**src/rtl/countdown_timer_4_bit_pkg.sv**
```systemverilog
// Shared timer definitions: FSM state encoding, counter width and default tick divider.
package timer_pkg;
  typedef enum logic [1:0] {
    IDLE = 2'd0,
    RUN  = 2'd1,
    DONE = 2'd2
  } state_t;

  localparam int TIMER_WIDTH = 4;
  localparam int DEFAULT_DIV = 50_000_000;
endpackage

```
**src/rtl/countdown_timer_4_bit_if.sv**
```systemverilog
// Load handshake and status bundle of the countdown timer; master drives loads, slave is the timer.
interface countdown_timer_4_bit_if #(
  parameter int WIDTH = timer_pkg::TIMER_WIDTH
);
  logic             load_valid;
  logic [WIDTH-1:0] load_value;
  logic             load_ready;
  logic             pause;
  logic             abort;
  logic [WIDTH-1:0] count;
  logic             busy;
  logic             done;

  modport master (
    output load_valid, load_value, pause, abort,
    input  load_ready, count, busy, done
  );

  modport slave (
    input  load_valid, load_value, pause, abort,
    output load_ready, count, busy, done
  );
endinterface

```
**src/rtl/countdown_timer_4_bit_tick_gen.sv**
```systemverilog
// Clock-enable prescaler: one-cycle tick every DIV un-held cycles, all logic on clk100mhz.
module tick_gen
  import timer_pkg::*;
#(
  parameter int DIV = DEFAULT_DIV
) (
  input  logic clk100mhz,
  input  logic rst,
  input  logic clear,
  input  logic hold,
  output logic tick
);
  localparam int            PW   = $clog2(DIV);
  localparam logic [PW-1:0] LAST = PW'(DIV - 1);

  logic [PW-1:0] presc;

  // Tick is combinational so the count moves on the same edge the prescaler wraps.
  assign tick = !clear && !hold && (presc == LAST);

  always_ff @(posedge clk100mhz or posedge rst) begin
    if (rst) begin
      presc <= '0;
    end else if (clear) begin
      presc <= '0;
    end else if (!hold) begin
      presc <= (presc == LAST) ? '0 : presc + 1'b1;
    end
  end
endmodule

```
**src/rtl/countdown_timer_4_bit.sv**
```systemverilog
// Loadable down-counter with one-cycle done pulse; define COUNTDOWN_AUTO_RELOAD_EN to restart
// from the last loaded value instead of stopping at zero.
module countdown_timer_4_bit
  import timer_pkg::*;
#(
  parameter int DIV   = DEFAULT_DIV,
  parameter int WIDTH = TIMER_WIDTH
) (
  input  logic                   clk100mhz,
  input  logic                   rst,
  countdown_timer_4_bit_if.slave bus
);
  localparam logic [WIDTH-1:0] ONE = WIDTH'(1);

  state_t           state;
  logic [WIDTH-1:0] count_val;
  logic             busy_flag;
  logic             done_flag;
  logic             load_fire;
  logic             tick;
`ifdef COUNTDOWN_AUTO_RELOAD_EN
  logic [WIDTH-1:0] reload_val;
`endif

  assign bus.load_ready = ((state == IDLE) || (state == DONE)) && !bus.abort;
  assign load_fire      = bus.load_valid && bus.load_ready;
  assign bus.count      = count_val;
  assign bus.busy       = busy_flag;
  assign bus.done       = done_flag;

  tick_gen #(.DIV(DIV)) u_tick_gen (
    .clk100mhz (clk100mhz),
    .rst       (rst),
    .clear     (bus.abort || load_fire),
    .hold      ((state != RUN) || bus.pause),
    .tick      (tick)
  );

  // Abort outranks everything: it also swallows a tick landing in the same cycle.
  always_ff @(posedge clk100mhz or posedge rst) begin
    if (rst) begin
      state      <= IDLE;
      count_val  <= '0;
      busy_flag  <= 1'b0;
      done_flag  <= 1'b0;
`ifdef COUNTDOWN_AUTO_RELOAD_EN
      reload_val <= '0;
`endif
    end else begin
      done_flag <= 1'b0;
      if (bus.abort) begin
        state     <= IDLE;
        busy_flag <= 1'b0;
      end else if (load_fire) begin
        count_val  <= bus.load_value;
`ifdef COUNTDOWN_AUTO_RELOAD_EN
        reload_val <= bus.load_value;
`endif
        if (bus.load_value == '0) begin
          state     <= DONE;
          busy_flag <= 1'b0;
          done_flag <= 1'b1;
        end else begin
          state     <= RUN;
          busy_flag <= 1'b1;
        end
      end else if ((state == RUN) && tick) begin
        if (count_val == ONE) begin
          done_flag <= 1'b1;
`ifdef COUNTDOWN_AUTO_RELOAD_EN
          if (reload_val != '0) begin
            count_val <= reload_val;
          end else
`endif
          begin
            count_val <= '0;
            state     <= DONE;
            busy_flag <= 1'b0;
          end
        end else begin
          count_val <= count_val - ONE;
        end
      end
    end
  end
endmodule

```
**src/flat_wrapper.sv**
```systemverilog
// flat-port wrapper written by rule: the top's interface ports become plain ports
module countdown_timer_4_bit_flat import timer_pkg::*;
#(
  parameter int DIV   = DEFAULT_DIV,
  parameter int WIDTH = TIMER_WIDTH
)
  (clk100mhz, rst, bus_load_valid, bus_load_value, bus_pause, bus_abort, bus_load_ready, bus_count, bus_busy, bus_done);
  countdown_timer_4_bit_if #(.WIDTH(WIDTH)) bus_i ();
  input  logic clk100mhz;
  input  logic rst;
  input wire logic [$bits(bus_i.load_valid)-1:0] bus_load_valid;
  input wire logic [$bits(bus_i.load_value)-1:0] bus_load_value;
  input wire logic [$bits(bus_i.pause)-1:0] bus_pause;
  input wire logic [$bits(bus_i.abort)-1:0] bus_abort;
  output wire logic [$bits(bus_i.load_ready)-1:0] bus_load_ready;
  output wire logic [$bits(bus_i.count)-1:0] bus_count;
  output wire logic [$bits(bus_i.busy)-1:0] bus_busy;
  output wire logic [$bits(bus_i.done)-1:0] bus_done;
  assign bus_i.load_valid = bus_load_valid;
  assign bus_i.load_value = bus_load_value;
  assign bus_i.pause = bus_pause;
  assign bus_i.abort = bus_abort;
  assign bus_load_ready = bus_i.load_ready;
  assign bus_count = bus_i.count;
  assign bus_busy = bus_i.busy;
  assign bus_done = bus_i.done;
  countdown_timer_4_bit #(.DIV(DIV), .WIDTH(WIDTH)) u_core (.clk100mhz(clk100mhz), .rst(rst), .bus(bus_i));
endmodule
```
**config.mk**
```make
export PLATFORM = sky130hd
export DESIGN_NAME = countdown_timer_4_bit_flat
export DESIGN_NICKNAME = d
export VERILOG_FILES = /design/src/rtl/countdown_timer_4_bit_pkg.sv /design/src/rtl/countdown_timer_4_bit_if.sv /design/src/rtl/countdown_timer_4_bit_tick_gen.sv /design/src/rtl/countdown_timer_4_bit.sv /design/src/flat_wrapper.sv
export SDC_FILE = /design/constraint.sdc
export NUM_CORES = 1
export LEC_CHECK = 0
export CELL_PAD_IN_SITES_DETAIL_PLACEMENT = 1
export CELL_PAD_IN_SITES_GLOBAL_PLACEMENT = 2
export CORE_ASPECT_RATIO = 0.75
export CORE_UTILIZATION = 39
export DETAILED_ROUTE_END_ITERATION = 8
export PLACE_DENSITY = 0.93
export SYNTH_ARGS = -nofsm -noshare
export SYNTH_HDL_FRONTEND = slang
export SYNTH_SLANG_ARGS = --single-unit
```
**constraint.sdc**
```tcl
create_clock -name clk100mhz -period 4.8 [get_ports clk100mhz]
set_clock_uncertainty 0.05 [all_clocks]
set_input_delay 0.72 -clock clk100mhz [delete_from_list [all_inputs] [get_ports clk100mhz]]
set_output_delay 0.72 -clock clk100mhz [all_outputs]
set_load 0.01 [all_outputs]
```
; ---- Yosys cells after proc, flatten, opt, wreduce, memory -nomap -nowiden
; Index checks and enable logic that the tools add are counted.
[totals]
regBits = 34
in_bits = 9
output_inout_bits = 7
elab_cells = 53
[op_classes]
addsub = 2
eq_ne = 6
mux = 21
n_bitwise = 1
reduce_logical = 18
[op_table]
columns = operator, n
row1 = two-way mux 26 bit, 3
row2 = "adder 26 x 1 -> 26 bit, second input constant", 1
row3 = "== test 26 bit, second input constant", 1
row4 = two-way mux 4 bit, 3
row5 = two-way mux 1 bit, 10
row6 = two-way mux 2 bit, 5
row7 = nonzero test 3 bit, 2
row8 = logical AND 1 bit, 5
row9 = "== test 4 x 1 -> 1 bit, second input constant", 1
row10 = logical NOT 4 bit, 1
row11 = AND reduction 2 bit, 2
row12 = "subtractor 4 x 1 -> 4 bit, second input constant", 1
row13 = logical NOT 1 bit, 3
row14 = logical OR 1 bit, 3
row15 = "== test 2 x 1 -> 1 bit, second input constant", 1
row16 = "== test 2 bit, second input constant", 1
row17 = logical NOT 2 bit, 1
row18 = "inequality test 2 x 1 -> 1 bit, second input constant", 1
row19 = "inequality test 2 bit, second input constant", 1
row20 = nonzero test 2 bit, 1
row21 = inverter 1 bit, 1

; ---- Longest topological paths before layout
[logic_depth]
word_depth = 12
depth_mapped = 8
depth_no_buf = 6

; ---- Cells and area by module
; From an unflattened synthesis, not the netlist that was laid out.
[hier_totals]
cells_unflattened = 246
area_unflattened_um2 = 2097.0
[by_module_without_submodules]
columns = mod, n_inst, cells_per_inst, area_each_um2, seq_area_each_um2
row1 = tick_gen, 1, 196, 1656.6, 650.6
row2 = countdown_timer_4_bit, 1, 50, 440.4, 175.2

; ---- Least setup slack after synthesis
; No wires, ideal clock.
[synth_path]
kind = input -> register
start = input port bus_abort
end = register u_core.u_tick_gen.presc[23]
setup_ps = 69
arrival_time_ps = 2093
required_time_ps = 4681
slack_ps = 2588
path_stages = 4
n_path_buf = 0
cell_sequence = or4b_1 > a21o_2 > or4_1 > nand3_1
[synth_between]
elab_chain_cells = 5
elab_cells_between_ends = 6
classes_between = eq/ne (1) / mux (1) / reduce/logical (4)
[synth_rtl]
columns = item, line
row1 = "start, declared", flat_wrapper.sv:14  ; input wire logic [$bits(bus_i.abort)-1:0] bus_abort;
row2 = logical NOT 1 bit, countdown_timer_4_bit.sv:25  ; assign bus.load_ready = ((state == IDLE) || (state == DONE)) && !bus.abort;
row3 = logical AND 1 bit, countdown_timer_4_bit.sv:25
row4 = logical AND 1 bit, countdown_timer_4_bit.sv:26  ; assign load_fire = bus.load_valid && bus.load_ready;
row5 = logical OR 1 bit *, countdown_timer_4_bit.sv:34  ; .clear (bus.abort || load_fire),
row6 = inequality test 2 bit (no source line) or two-way mux 26 bit (tied branches), --
row7 = "end signal, assigned", countdown_timer_4_bit_tick_gen.sv:27  ; presc <= (presc == LAST) ? '0 : presc + 1'b1;
row8 = "end, declared", countdown_timer_4_bit_tick_gen.sv:16  ; logic [PW-1:0] presc;
; Every way passes the cells marked *; elsewhere a longest branch is shown, timed or not.
; A chain may end at the register's enable or synchronous reset.

; ---- Final worst setup path
[layout_path]
start = input port bus_abort
end = output port bus_load_ready
[layout_between]
elab_chain_cells = 2
[layout_rtl]
columns = item, line
row1 = logical NOT 1 bit, countdown_timer_4_bit.sv:25
row2 = logical AND 1 bit, countdown_timer_4_bit.sv:25
row3 = "end, declared", flat_wrapper.sv:15  ; output wire logic [$bits(bus_i.load_ready)-1:0] bus_load_ready;
; No other way between the ends.

==> flow_summary_export.csv <==
group,metric,value,unit
global_route,gr-max-usage-layer,"met1",
floorplan,fp-row-count,22,
critical_path,crit_chain,"clkdlybuf4s50_1 -> nor2_1 -> clkdlybuf4s50_1",
drt,drtPass1Iterations,4,
drt,route.detailed.wl_per_inst,17.6,um
run,cap_violations,0,
hold_path,worst_hold_path_type,"reg -> reg",
critical_path,critPathBufInv,2,
global_route,groute.usage.overall,0.216,
clocking,cts_tree,"done",
timing,timing.final.crit_period,2780,ps
global_route,overflow,0,
layout,n_antenna_cell,0,
layout,final_layout_size_suffix_gt1_frac,0.109,
pwr,worst_ir_drop_vdd,0.129,mV
timing,unrepaired_setup_endpoints_after_global_routing,"false",
drt,post-route-drc-count,0,
layout,layout.filler_cells,585,
layout,layout.nets,250,
layout,area_growth_syn_to_layout,15.0,%
yosys,post_syn_area_per_cell,8.91,um2
critical_path,critical_path.max_stage_delay,570,ps
timing,layout_worst_path_cycle_share,0.579,
drt,detail_route.vias_per_cell,5.95,
yosys,ff_latch_count_synth,33,
critical_path,worst_setup_path_startpoint,"bus_abort",
yosys,synth_area_leader_cell,"sky130_fd_sc_hd__dfrtp_1",
floorplan,floorplan.initialDensity,0.407,
clocking,post_cts.repair.setup_buffers,0,
floorplan,x_dimension_of_the_die,84.6,um
timing,max_clock_freq,360,MHz
placed_design,gp_congestion,0.743,
critical_path,worst_setup_path_start_kind,"primary input",
clocking,cts_htree_levels,2,
critical_path,cp_common_cell,"sky130_fd_sc_hd__clkdlybuf4s50_1",
yosys,yosys_most_used_dff,"sky130_fd_sc_hd__dfrtp_1",
clocking,cts_resized,0,
critical_path,ws_path_type,"in -> out",
pwr,internal_power,0.000447,W
floorplan,die_y,64.0,um
hold_path,hold_start,"u_core.u_tick_gen.presc[24]",
global_route,first_global_vias,1757,
placed_design,hpwlAfterDp,3720,um
layout,cell_count_final_fillers_out,299,
global_route,grt_max_degree,34,
placed_design,pre_cts_ws,1890,ps
critical_path,critical_path.endpoint_type,"output port",
timing,tightestPinTransition,952,ps
pwr,static_leakage,0.918,nW
drt,dr.first_iter.drc_count,90,
pwr,share_clk_of_total_power,0.395,
drt,number_of_vias_after_detailed_routing,1778,
yosys,mappedNetlistArea,2000,um2
yosys,synth-warning-count,0,
clocking,ctsLongestPathBuffers,2,
yosys,synth-edff-count,0,
yosys,syn_nets,236,
yosys,postSynthCellCount,224,
floorplan,core-area,4900,um2
timing,setup_viol,0,
drt,antenna_violating_nets_post_route,0,
pwr,combinationalPowerShare,0.124,
clocking,clk_latency,300,ps
drt,wl,5260,um
global_route,use_met3,0.0581,
critical_path,critPathMaxFanout,5,
yosys,synthTopCellsByArea,"sky130_fd_sc_hd__dfrtp_1 (41%), sky130_fd_sc_hd__nand2_1 (5.5%), sky130_fd_sc_hd__a31oi_1 (5.3%), sky130_fd_sc_hd__a21oi_1 (4.5%), sky130_fd_sc_hd__nand4_1 (2.8%)",
global_route,wire_length_of_the_first_global_routing_pass,9100,um
clocking,cts_inserted_buffers,5,
pwr,switching_power_share_of_the_total,0.268,
clocking,clk_pin_slew,70,ps
placed_design,count_of_placed_standard_cells_including_taps,291,
timing,final_number_of_max_transition_violations,0,
clocking,clkSinkCount,33,
clocking,cts_hold_buf,0,
timing,layout_setup_ws,2020,ps
yosys,yosysTopAreaCellShare,0.414,
pwr,power.density,266,nW/um2
floorplan,die_area,5410,um2
global_route,initial_antenna_violation_count,0,
global_route,globalRouteMet1Util,0.318,
yosys,asyncSetResetFlopFracSynth,1.00,
pwr,power.sequential.fraction,0.481,
run_status,status,"completed",
critical_path,crit_required,4030,ps
timing,report.final.hold_viol_count,0,
critical_path,worstPathArrival,2010,ps
pwr,total_switching_power,0.000164,W
yosys,unique_cell_type_count_in_the_yosys_netlist,50,
global_route,grtUsageMet2,0.318,
floorplan,num_io_pins,16,
placed_design,io_buffer_count,15,
yosys,part_of_the_yosys_area_used_for_sequential_elements,0.414,
critical_path,slowest_stage,"sky130_fd_sc_hd__clkdlybuf4s50_1",
critical_path,crit-reg2reg-launch,"u_core.u_tick_gen.presc[0]",
critical_path,timing.critical_path.max_delay_family,"buffers and inverters",
timing,fin_setup_tns,0,ps
clocking,clk_root_buffer_cell,"sky130_fd_sc_hd__clkbuf_8",
timing,relSlewSlack,0.364,
-- cell usage after synthesis (all sizes together), types with 4 or more instances --
cell    instances
buf             4
nand2          30
and3            5
nor3            7
clkbuf          7
nand4           9
a21oi          19
a31oi          17
o21ai           6
mux2i           4
nor2           13
inv            10
nand3          12
dfrtp          33
-- cells by family (layout without fill, tap and decap cells) --
kind of cell               after synthesis  count (layout)  share of synthesized area
and+or+nand+nor                        101             101                      0.297
DFF                                     33              33                      0.414
muxes                                    4               4                     0.0201
AOI/OAI and AO/OA                       62              62                      0.204
adders and majority gates                3               3                     0.0188
buffers and inverters                   21              36                     0.0464
-- path summary, 6_finish.rpt --
kind | endpoint | slack (ps) | depth (start not counted)
max | bus_load_ready | 2020 | 3
min | u_core.u_tick_gen.presc[24] | 460 | 1
max reg2reg | u_core.u_tick_gen.presc[20] | 2380 | 6
min reg2reg | u_core.u_tick_gen.presc[24] | 460 | 1
max in group asynchronous | u_core.u_tick_gen.presc[15] | 3610 | 3
min in group asynchronous | u_core.bus.count[3] | 760 | 3
-- per-stage QoR --
stage / hold slack [ps] / instance area, um2 / util / power [W]
detailed placement: 452 / 2190 / 0.448 / 0.000375
CTS: 462 / 2290 / 0.468 / 0.000616
floorplan: 422 / 2000 / - / 0.000340
global route: 482 / 2290 / 0.468 / 0.000637
finish: 458 / 2290 / 0.468 / 0.000611
global placement: 440 / 2190 / 0.448 / 0.000373
-- worst register-to-register path: stages, from the launching register on --
cell	delay (ps)
sky130_fd_sc_hd__dfrtp_1	430
sky130_fd_sc_hd__ha_1	220
sky130_fd_sc_hd__nand3_1	260
sky130_fd_sc_hd__nor4_2	630
sky130_fd_sc_hd__nand2_1	240
sky130_fd_sc_hd__o311ai_0	370
sky130_fd_sc_hd__nand2_1	80
-- state kept, by name, indices dropped and copies added (netlist names) --
signal                   count
u_core.state                 2
u_core.bus.count             4
u_core.bus.done              1
u_core.u_tick_gen.presc     26
-- area by class of cell --
type	instances	area, um2	share of cell area
Multi-Input combinational cell	170	1080	0.472
Sequential cell	33	826	0.360
Timing Repair Buffer	18	173	0.0752
Clock buffer	7	96.3	0.0420
Tap cell	60	75.1	0.0327
Inverter	10	37.5	0.0164
Clock inverter	1	5.00	0.00218
-- power groups by stage --
stage          logic [W]  registers [W]  clock network [W]
6_report       0.0000758       0.000294           0.000241
5_1_grt        0.0000849       0.000295           0.000257
4_1_cts        0.0000769       0.000293           0.000246
3_5_place_dp   0.0000763       0.000299                  0
3_3_place_gp   0.0000748       0.000298                  0
2_1_floorplan  0.0000414       0.000299                  0
-- routing by layer --
| metal | wire length (um) | vias up |
|---|---|---|
| met2 | 2240 | 23 |
| met5 | 0 | - |
| li1 | - | 867 |
| met3 | 193 | 7 |
| met1 | 2780 | 881 |
| met4 | 43 | 0 |
-- placed cells by master (no fill, tap or decap), types with 4 or more instances in the layout --
| master | instances |
|---|---|
| sky130_fd_sc_hd__clkdlybuf4s50_1 | 15 |
| sky130_fd_sc_hd__a31oi_1 | 17 |
| sky130_fd_sc_hd__nand3_1 | 11 |
| sky130_fd_sc_hd__nor3_1 | 7 |
| sky130_fd_sc_hd__nand2_1 | 29 |
| sky130_fd_sc_hd__nor2_1 | 13 |
| sky130_fd_sc_hd__nand4_1 | 9 |
| sky130_fd_sc_hd__dfrtp_1 | 33 |
| sky130_fd_sc_hd__o21ai_0 | 6 |
| sky130_fd_sc_hd__a21oi_1 | 18 |
| sky130_fd_sc_hd__clkbuf_8 | 7 |
| sky130_fd_sc_hd__inv_1 | 10 |
| sky130_fd_sc_hd__mux2i_1 | 4 |
| sky130_fd_sc_hd__and3_1 | 4 |
(Power assumes the default switching activity.)
